## src/rtl/alu_mul_seq.sv

```systemverilog
`default_nettype none
// ============================================================================
// Module      : alu_mul_seq
// Description : Multi-cycle 16x16 unsigned shift-add multiplier. It drives the
//               external combinational ALU with ADD operations and performs
//               the shifts internally, returning a 32-bit product through a
//               valid/ready handshake.
// Revision    : 1.0 - initial release
// ============================================================================
module alu_mul_seq #(
    parameter logic [3:0] OP_ADD = 4'b0001,
    parameter logic [3:0] OP_NOP = 4'b0000
) (
    input  logic        clk,
    input  logic        rst,
    input  logic        start_valid,
    output logic        start_ready,
    input  logic [15:0] mcand,
    input  logic [15:0] mplier,
    output logic [3:0]  alu_op,
    output logic [15:0] alu_a,
    output logic [15:0] alu_b,
    input  logic [15:0] alu_out,
    input  logic        alu_cf,
    output logic        res_valid,
    input  logic        res_ready,
    output logic [31:0] product,
    output logic        busy
);

    localparam logic [1:0] c_st_idle  = 2'd0;
    localparam logic [1:0] c_st_add   = 2'd1;
    localparam logic [1:0] c_st_shift = 2'd2;
    localparam logic [1:0] c_st_done  = 2'd3;

    logic [1:0]  r_state;
    logic [15:0] r_m;
    logic [15:0] r_hi;
    logic [15:0] r_lo;
    logic        r_c;
    logic [3:0]  r_cnt;

    logic        w_accept;
    logic        w_zero_op;

    assign w_accept  = start_valid && start_ready;
    assign w_zero_op = (mcand == 16'h0000) || (mplier == 16'h0000);

    // Handshake and status flags decode straight from the state register
    assign start_ready = (r_state == c_st_idle);
    assign res_valid   = (r_state == c_st_done);
    assign busy        = (r_state != c_st_idle);
    assign product     = {r_hi, r_lo};

    // ALU request: only the ADD state issues work; a zero B operand makes the
    // ALU return HI unchanged with no carry when the multiplier bit is clear
    always_comb begin
        alu_op = OP_NOP;
        alu_a  = 16'h0000;
        alu_b  = 16'h0000;
        if (r_state == c_st_add) begin
            alu_op = OP_ADD;
            alu_a  = r_hi;
            alu_b  = r_lo[0] ? r_m : 16'h0000;
        end
    end

    // Sequencer: accept operands, alternate ADD/SHIFT sixteen times, hold result
    always_ff @(posedge clk or posedge rst) begin
        if (rst) begin
            r_state <= c_st_idle;
            r_m     <= 16'h0000;
            r_hi    <= 16'h0000;
            r_lo    <= 16'h0000;
            r_c     <= 1'b0;
            r_cnt   <= 4'd0;
        end else begin
            case (r_state)
                c_st_idle: begin
                    if (w_accept) begin
                        r_m   <= mcand;
                        r_hi  <= 16'h0000;
                        r_c   <= 1'b0;
                        r_cnt <= 4'd0;
                        if (w_zero_op) begin
                            // Zero operand: product is known, skip the iterations
                            r_lo    <= 16'h0000;
                            r_state <= c_st_done;
                        end else begin
                            r_lo    <= mplier;
                            r_state <= c_st_add;
                        end
                    end
                end
                c_st_add: begin
                    r_hi    <= alu_out;
                    r_c     <= alu_cf;
                    r_state <= c_st_shift;
                end
                c_st_shift: begin
                    // Carry re-enters at the top so no product bit is lost
                    r_hi  <= {r_c, r_hi[15:1]};
                    r_lo  <= {r_hi[0], r_lo[15:1]};
                    r_c   <= 1'b0;
                    r_cnt <= r_cnt + 4'd1;
                    if (r_cnt == 4'd15) begin
                        r_state <= c_st_done;
                    end else begin
                        r_state <= c_st_add;
                    end
                end
                c_st_done: begin
                    if (res_ready) begin
                        r_state <= c_st_idle;
                    end
                end
                default: begin
                    r_state <= c_st_idle;
                end
            endcase
        end
    end

endmodule
`default_nettype wire
```

## config.mk

```make
export PLATFORM = sky130hd
export DESIGN_NAME = alu_mul_seq
export DESIGN_NICKNAME = d
export VERILOG_FILES = /design/src/rtl/alu_mul_seq.sv
export SDC_FILE = /design/constraint.sdc
export NUM_CORES = 1
export LEC_CHECK = 0
export CELL_PAD_IN_SITES_DETAIL_PLACEMENT = 0
export CELL_PAD_IN_SITES_GLOBAL_PLACEMENT = 1
export CORE_ASPECT_RATIO = 2
export CORE_MARGIN = 5
export CORE_UTILIZATION = 31
export DETAILED_ROUTE_END_ITERATION = 7
export PLACE_DENSITY_LB_ADDON = 0.1
export SKIP_CTS_REPAIR_TIMING = 1
export SYNTH_ARGS = -nofsm -noshare
export SYNTH_HDL_FRONTEND = slang
export SYNTH_SLANG_ARGS = --single-unit
```

## constraint.sdc

```tcl
create_clock -name clk -period 2.15 [get_ports clk]
set_clock_uncertainty 0.05 [all_clocks]
set_input_delay 0.43 -clock clk [delete_from_list [all_inputs] [get_ports clk]]
set_output_delay 0.43 -clock clk [all_outputs]
set_load 0.005 [all_outputs]
```

==> flow_summary.json, run 1 <==
{
  "reg2reg_slack_ns": 0.26,
  "status": "finished, violations left",
  "rsz0062_at_grt": "true",
  "pwr-share-seq_pct": 33.3,
  "worstRegToRegCells": 6,
  "path_class": "reg2out",
  "multi_input_area_um2": 1330,
  "dieArea_um2": 11200,
  "initial_core_util_pct": 31.5,
  "nets": 449,
  "cp_max_fo": 29,
  "ys.flop_type": "dfrtp_1",
  "hold_viol_final": 0,
  "ir_drop_v": 0.000747,
  "cts_sinks": 55,
  "viasPerCell": 5.19,
  "clk_path_buf_depth": 2,
  "drc_errors": 0,
  "antenna_found_initial": 1,
  "grt_max_degree": 56,
  "num_vias": 2561,
  "grt_pass1_vias": 2727,
  "grt_pass1_wl_um": 13800,
  "power_uw": 5550,
  "p_per_area_nw_per_um2": 1230,
  "cts.clk_slew.worst_paths_ns": 0.07,
  "first_iter_violations": 98,
  "htree_num_levels": 2,
  "critical-path-max-stage-delay_ns": 0.49,
  "dr.pass1.iters": 4,
  "synth_commonest_cells": "55 x dfrtp_1, 33 x and3_1, 18 x a22o_1",
  "routed_wl_um": 8600,
  "synth_top_area_share_pct": 48.8,
  "crit_family": "buffers and inverters",
  "synthCells": 260,
  "critPathCaptureType": "output pin",
  "numCtsBuffers": 5,
  "clock_latency_ns": 0.30,
  "required_ns": 1.67,
  "ant_nets": 0,
  "dp_slack_ns": -0.288,
  "reg2reg_from": "r_state[0]",
  "yosysSeqAreaShare_pct": 48.8,
  "switchingPower_uw": 1980,
  "place_congestion": 0.718,
  "fmax_mhz": 452,
  "dp.cells": 482,
  "syn_avg_cell_area_um2": 10.8,
  "hpwl_um": 6190,
  "combPwrFrac_pct": 52.1,
  "synthArstFlopShare_pct": 100,
  "grt-ovfl-total": 0,
  "drive_gt1_share_pct": 14.4,
  "routedWlPerCell_um": 17.4,
  "ios": 124,
  "final.min_clock_period_ns": 2.21,
  "final-setup-viol-count": 4,
  "tritoncts": "built",
  "use_met2_pct": 29.0,
  "synth.cell_area_um2": 2820,
  "maxSlewViolCount": 0,
  "yosysWarnings": 0,
  "port_buffers": 120,
  "fillerInstances": 860,
  "critPathSlowestCell": "clkdlybuf4s50_1",
  "die_x_um": 77.4,
  "power_frac_clock_pct": 14.6,
  "maxCapViolCount": 0,
  "grt_usage_pct": 15.4,
  "total_leakage_power_uw": 0.00251,
  "cts_root_buf": "clkbuf_16",
  "grt_use_met1_pct": 16.5,
  "fin_crit_sh_pct": 103,
  "worstPathCellList": "inv_2 > ha_4 > buf_12 > and2_1 > clkdlybuf4s50_1",
  "ys_seq_elements": 55,
  "cp_num_buf_inv": 3,
  "failed_checks": "negative setup slack",
  "fin_ws_ns": -0.0623,
  "hp-class": "in2async",
  "yosysMostFrequentCell": "dfrtp_1",
  "final_cells": 493,
  "startpoint": "r_state[1]",
  "die_h_um": 145,
  "post_dp_cell_area_um2": 4250,
  "synth_edf_count": 0,
  "fp.coreArea_um2": 8950,
  "start_kind": "flop",
  "rows": 49,
  "ys_types": 30,
  "p_sw_share_pct": 35.6,
  "top_usage_layer": "met2",
  "r2r-end": "r_lo[6]",
  "final-seq-area_um2": 1380,
  "area_growth_pct": 60.4,
  "synth_area_leader_cell": "dfrtp_1",
  "p_int_uw": 3570,
  "groute.layer.met3.usage_pct": 2.85,
  "synth.area.top_cells": "dfrtp_1 49%, and3_1 7.3%, mux2_2 6.4%, a221o_1 5.7%, a22o_1 5.6%",
  "cp.arrival_ns": 1.73,
  "final_cell_area_um2": 4520
}
## layer usage
metal,wire length (µm),vias to the layer above
li1,-,1218
met1,3320,1253
met2,4670,79
met3,409,11
met4,193,0
met5,0,-
## power groups by stage
stage / logic (µW) / clock network (µW) / registers (µW)
finish: 2890 / 811 / 1850
floorplan: 1460 / 0 / 1780
global route: 3170 / 886 / 1920
CTS: 2840 / 854 / 1840
global placement: 2790 / 0 / 1850
detailed placement: 2830 / 0 / 1860
## tightest hold or removal path, delay by kind of cell
kind	cells	cell delay, ns
buf+inv	3	0.75
## cell type report
class	instances	area share, %
tap	102	2.82
clock inverter	1	0.111
antenna	1	0.0553
clock buffer	7	2.93
timing repair buffer	145	33.6
inverter	7	0.581
multi-input combinational	175	29.4
sequential	55	30.5
## sequential cells by signal, summed over array words and instances, names as in the netlist
signal and flops:
r_c 1, r_cnt 4, r_hi 16, r_lo 16, r_m 16, r_state 2
## stage by stage
| stage | util, % | setup TNS [ns] | hold slack [ns] |
|---|---|---|---|
| floorplan | - | 0 | 0.400 |
| global placement | 47.4 | -3.36 | 0.427 |
| detailed placement | 47.4 | -4.28 | 0.436 |
| CTS | 49.0 | -6.34 | 0.452 |
| global route | 50.5 | -0.572 | 0.460 |
| finish | 50.5 | -0.222 | 0.447 |
## cell families (layout without fill, tap and decap cells)
logic type      Yosys count  in the layout  share of synthesized area (%)
buf+inv                  32            160                           5.19
compound gates           59             59                           17.5
flops                    55             55                           48.8
other cells               1              4                          0.133
fa+ha+maj                 7              7                           3.11
mux                      18             18                           7.10
simple gates             88             88                           18.2
## worst max-delay path by stage
stage                     cells past startpoint        end  slack [ns]
after floorplan                               5  alu_a[10]        0.29
after global placement                        6    r_lo[6]       -0.21
after detailed placement                      6    r_lo[6]       -0.29
after CTS                                     5  alu_b[13]       -0.29
after global routing                          5  alu_a[11]       -0.15
final                                         5   alu_a[6]       -0.06
## cells in the final DEF (no fill, tap or decap), types with 6 or more instances in the layout
master	count
nand2_1	6
buf_4	20
dlymetal6s2s_1	28
dfrtp_1	53
a22o_1	18
and3_1	33
a22oi_1	16
nor4_1	8
a221o_1	16
and2_1	16
nor2_1	17
clkdlybuf4s50_1	92
mux2_2	16
(Power assumes the default switching activity.)
==> run 2: changes to the inputs <==
--- a/config.mk
+++ b/config.mk
@@ -11,6 +11,7 @@
 export CORE_MARGIN = 5
 export CORE_UTILIZATION = 31
 export DETAILED_ROUTE_END_ITERATION = 7
+export MAX_ROUTING_LAYER = met4
 export PLACE_DENSITY_LB_ADDON = 0.1
 export SKIP_CTS_REPAIR_TIMING = 1
 export SYNTH_ARGS = -nofsm -noshare
==> run 2 against run 1 <==
Against the previous run: final area unchanged; count of clock-buffer cells in the layout unchanged; sequential power about the same; the run still ends with negative setup slack left; core utilization unchanged; register-to-register slack about the same; wire length up 0.14%; cell count unchanged; maximum frequency about the same; largest cell class unchanged.
==> flow_summary.json, run 2 (synthesized netlist as in run 1, its figures left out) <==
{
  "htree_num_levels": 2,
  "drive_gt1_share_pct": 14.4,
  "pwr-share-seq_pct": 33.3,
  "port_buffers": 120,
  "place_congestion": 0.727,
  "combPwrFrac_pct": 52.1,
  "final-setup-viol-count": 4,
  "critical-path-max-stage-delay_ns": 0.49,
  "rsz0062_at_grt": "true",
  "fp.coreArea_um2": 8950,
  "cp_num_buf_inv": 3,
  "cp_max_fo": 29,
  "fillerInstances": 860,
  "startpoint": "r_state[1]",
  "reg2reg_from": "r_state[0]",
  "total_leakage_power_uw": 0.00251,
  "initial_core_util_pct": 31.5,
  "cts_root_buf": "clkbuf_16",
  "rows": 49,
  "tritoncts": "built",
  "fmax_mhz": 452,
  "p_sw_share_pct": 35.6,
  "dr.pass1.iters": 4,
  "antenna_found_initial": 1,
  "fin_crit_sh_pct": 103,
  "routed_wl_um": 8610,
  "hpwl_um": 6190,
  "critPathCaptureType": "output pin",
  "power_frac_clock_pct": 14.6,
  "viasPerCell": 5.20,
  "switchingPower_uw": 1980,
  "maxSlewViolCount": 0,
  "worstPathCellList": "inv_2 > ha_4 > buf_12 > and2_1 > clkdlybuf4s50_1",
  "area_growth_pct": 60.4,
  "power_uw": 5550,
  "die_x_um": 77.4,
  "p_per_area_nw_per_um2": 1230,
  "start_kind": "flop",
  "grt-ovfl-total": 0,
  "ant_nets": 0,
  "final_common_cell": "clkdlybuf4s50_1",
  "dieArea_um2": 11200,
  "cts.clk_slew.worst_paths_ns": 0.07,
  "grt_pass1_wl_um": 13800,
  "top_regs": "r_hi: 16 flops, r_lo: 16 flops, r_m: 16 flops",
  "hp-class": "in2async",
  "maxCapViolCount": 0,
  "failed_checks": "negative setup slack",
  "hold_viol_final": 0,
  "cp.arrival_ns": 1.73,
  "grt_max_degree": 56,
  "numCtsBuffers": 5,
  "fin_ws_ns": -0.0641,
  "first_iter_violations": 113,
  "layout_common_cells": "92 x clkdlybuf4s50_1, 53 x dfrtp_1, 33 x and3_1",
  "routedWlPerCell_um": 17.5,
  "drc_errors": 0,
  "nets": 449,
  "path_class": "reg2out",
  "ir_drop_v": 0.000750,
  "p_int_uw": 3570,
  "num_vias": 2566,
  "grt_pass1_vias": 2723,
  "critPathSlowestCell": "clkdlybuf4s50_1",
  "ios": 124,
  "fin_setup_tns_ns": -0.227,
  "status": "finished, violations left",
  "grt_usage_pct": 15.9,
  "clock_latency_ns": 0.30,
  "clk_path_buf_depth": 2,
  "die_h_um": 145,
  "required_ns": 1.67,
  "crit_family": "buffers and inverters",
  "cts_sinks": 55,
  "final.min_clock_period_ns": 2.21
}
[run 2: cell counts in the layout (fill, tap and decap cells not counted)]
No cell type changed its count.
[run 2: tightest hold or removal path, delay by kind of cell]
family   cells  cell delay, ns
buf+inv      3            0.75
[run 2: worst paths after layout]
check / endpoint / slack (ns) / cells after the start
worst min register to register: r_c / 0.45 / 2
worst max register to register: r_lo[6] / 0.26 / 6
worst min-delay path: r_hi[11] / 0.45 / 3
worst max-delay path: alu_a[6] / -0.06 / 5
max in group asynchronous: r_lo[0] / 1.32 / 3
min in group clk: r_c / 0.45 / 2
[run 2: final cells by class]
cell class / count / area, µm² / area share, %
Antenna cell: 1 / 2.50 / 0.0553
Clock buffer: 7 / 133 / 2.93
Clock inverter: 1 / 5.00 / 0.111
Inverter: 7 / 26.3 / 0.581
Multi-Input combinational cell: 175 / 1330 / 29.4
Sequential cell: 55 / 1380 / 30.5
Tap cell: 102 / 128 / 2.82
Timing Repair Buffer: 145 / 1520 / 33.6
[run 2: layer usage]
| layer | track usage, % | vias to the layer above | routed length (µm) |
|---|---|---|---|
| li1 | - | 1218 | - |
| met1 | 16.8 | 1256 | 3390 |
| met2 | 29.0 | 81 | 4670 |
| met3 | 2.42 | 11 | 354 |
| met4 | 6.52 | 0 | 197 |
| met5 | - | - | 0 |
[run 2: stage by stage]
stage | util, % | area (µm²) | instances | hold WS [ns] | setup WS, ns
final | 50.5 | 4520 | 493 | 0.447 | -0.0641
after global routing | 50.5 | 4520 | 493 | 0.460 | -0.148
after CTS | 49.0 | 4380 | 490 | 0.452 | -0.290
after detailed placement | 47.4 | 4250 | 482 | 0.436 | -0.288
after global placement | 47.4 | 4250 | 482 | 0.427 | -0.211
after floorplan | - | 2830 | 262 | 0.400 | 0.295
[run 2: power by group through the flow]
stage	registers [µW]	clock network [µW]	logic (µW)
after floorplan	1780	0	1460
after global placement	1850	0	2790
after detailed placement	1860	0	2830
after CTS	1840	854	2840
after global routing	1920	886	3170
final	1850	811	2890
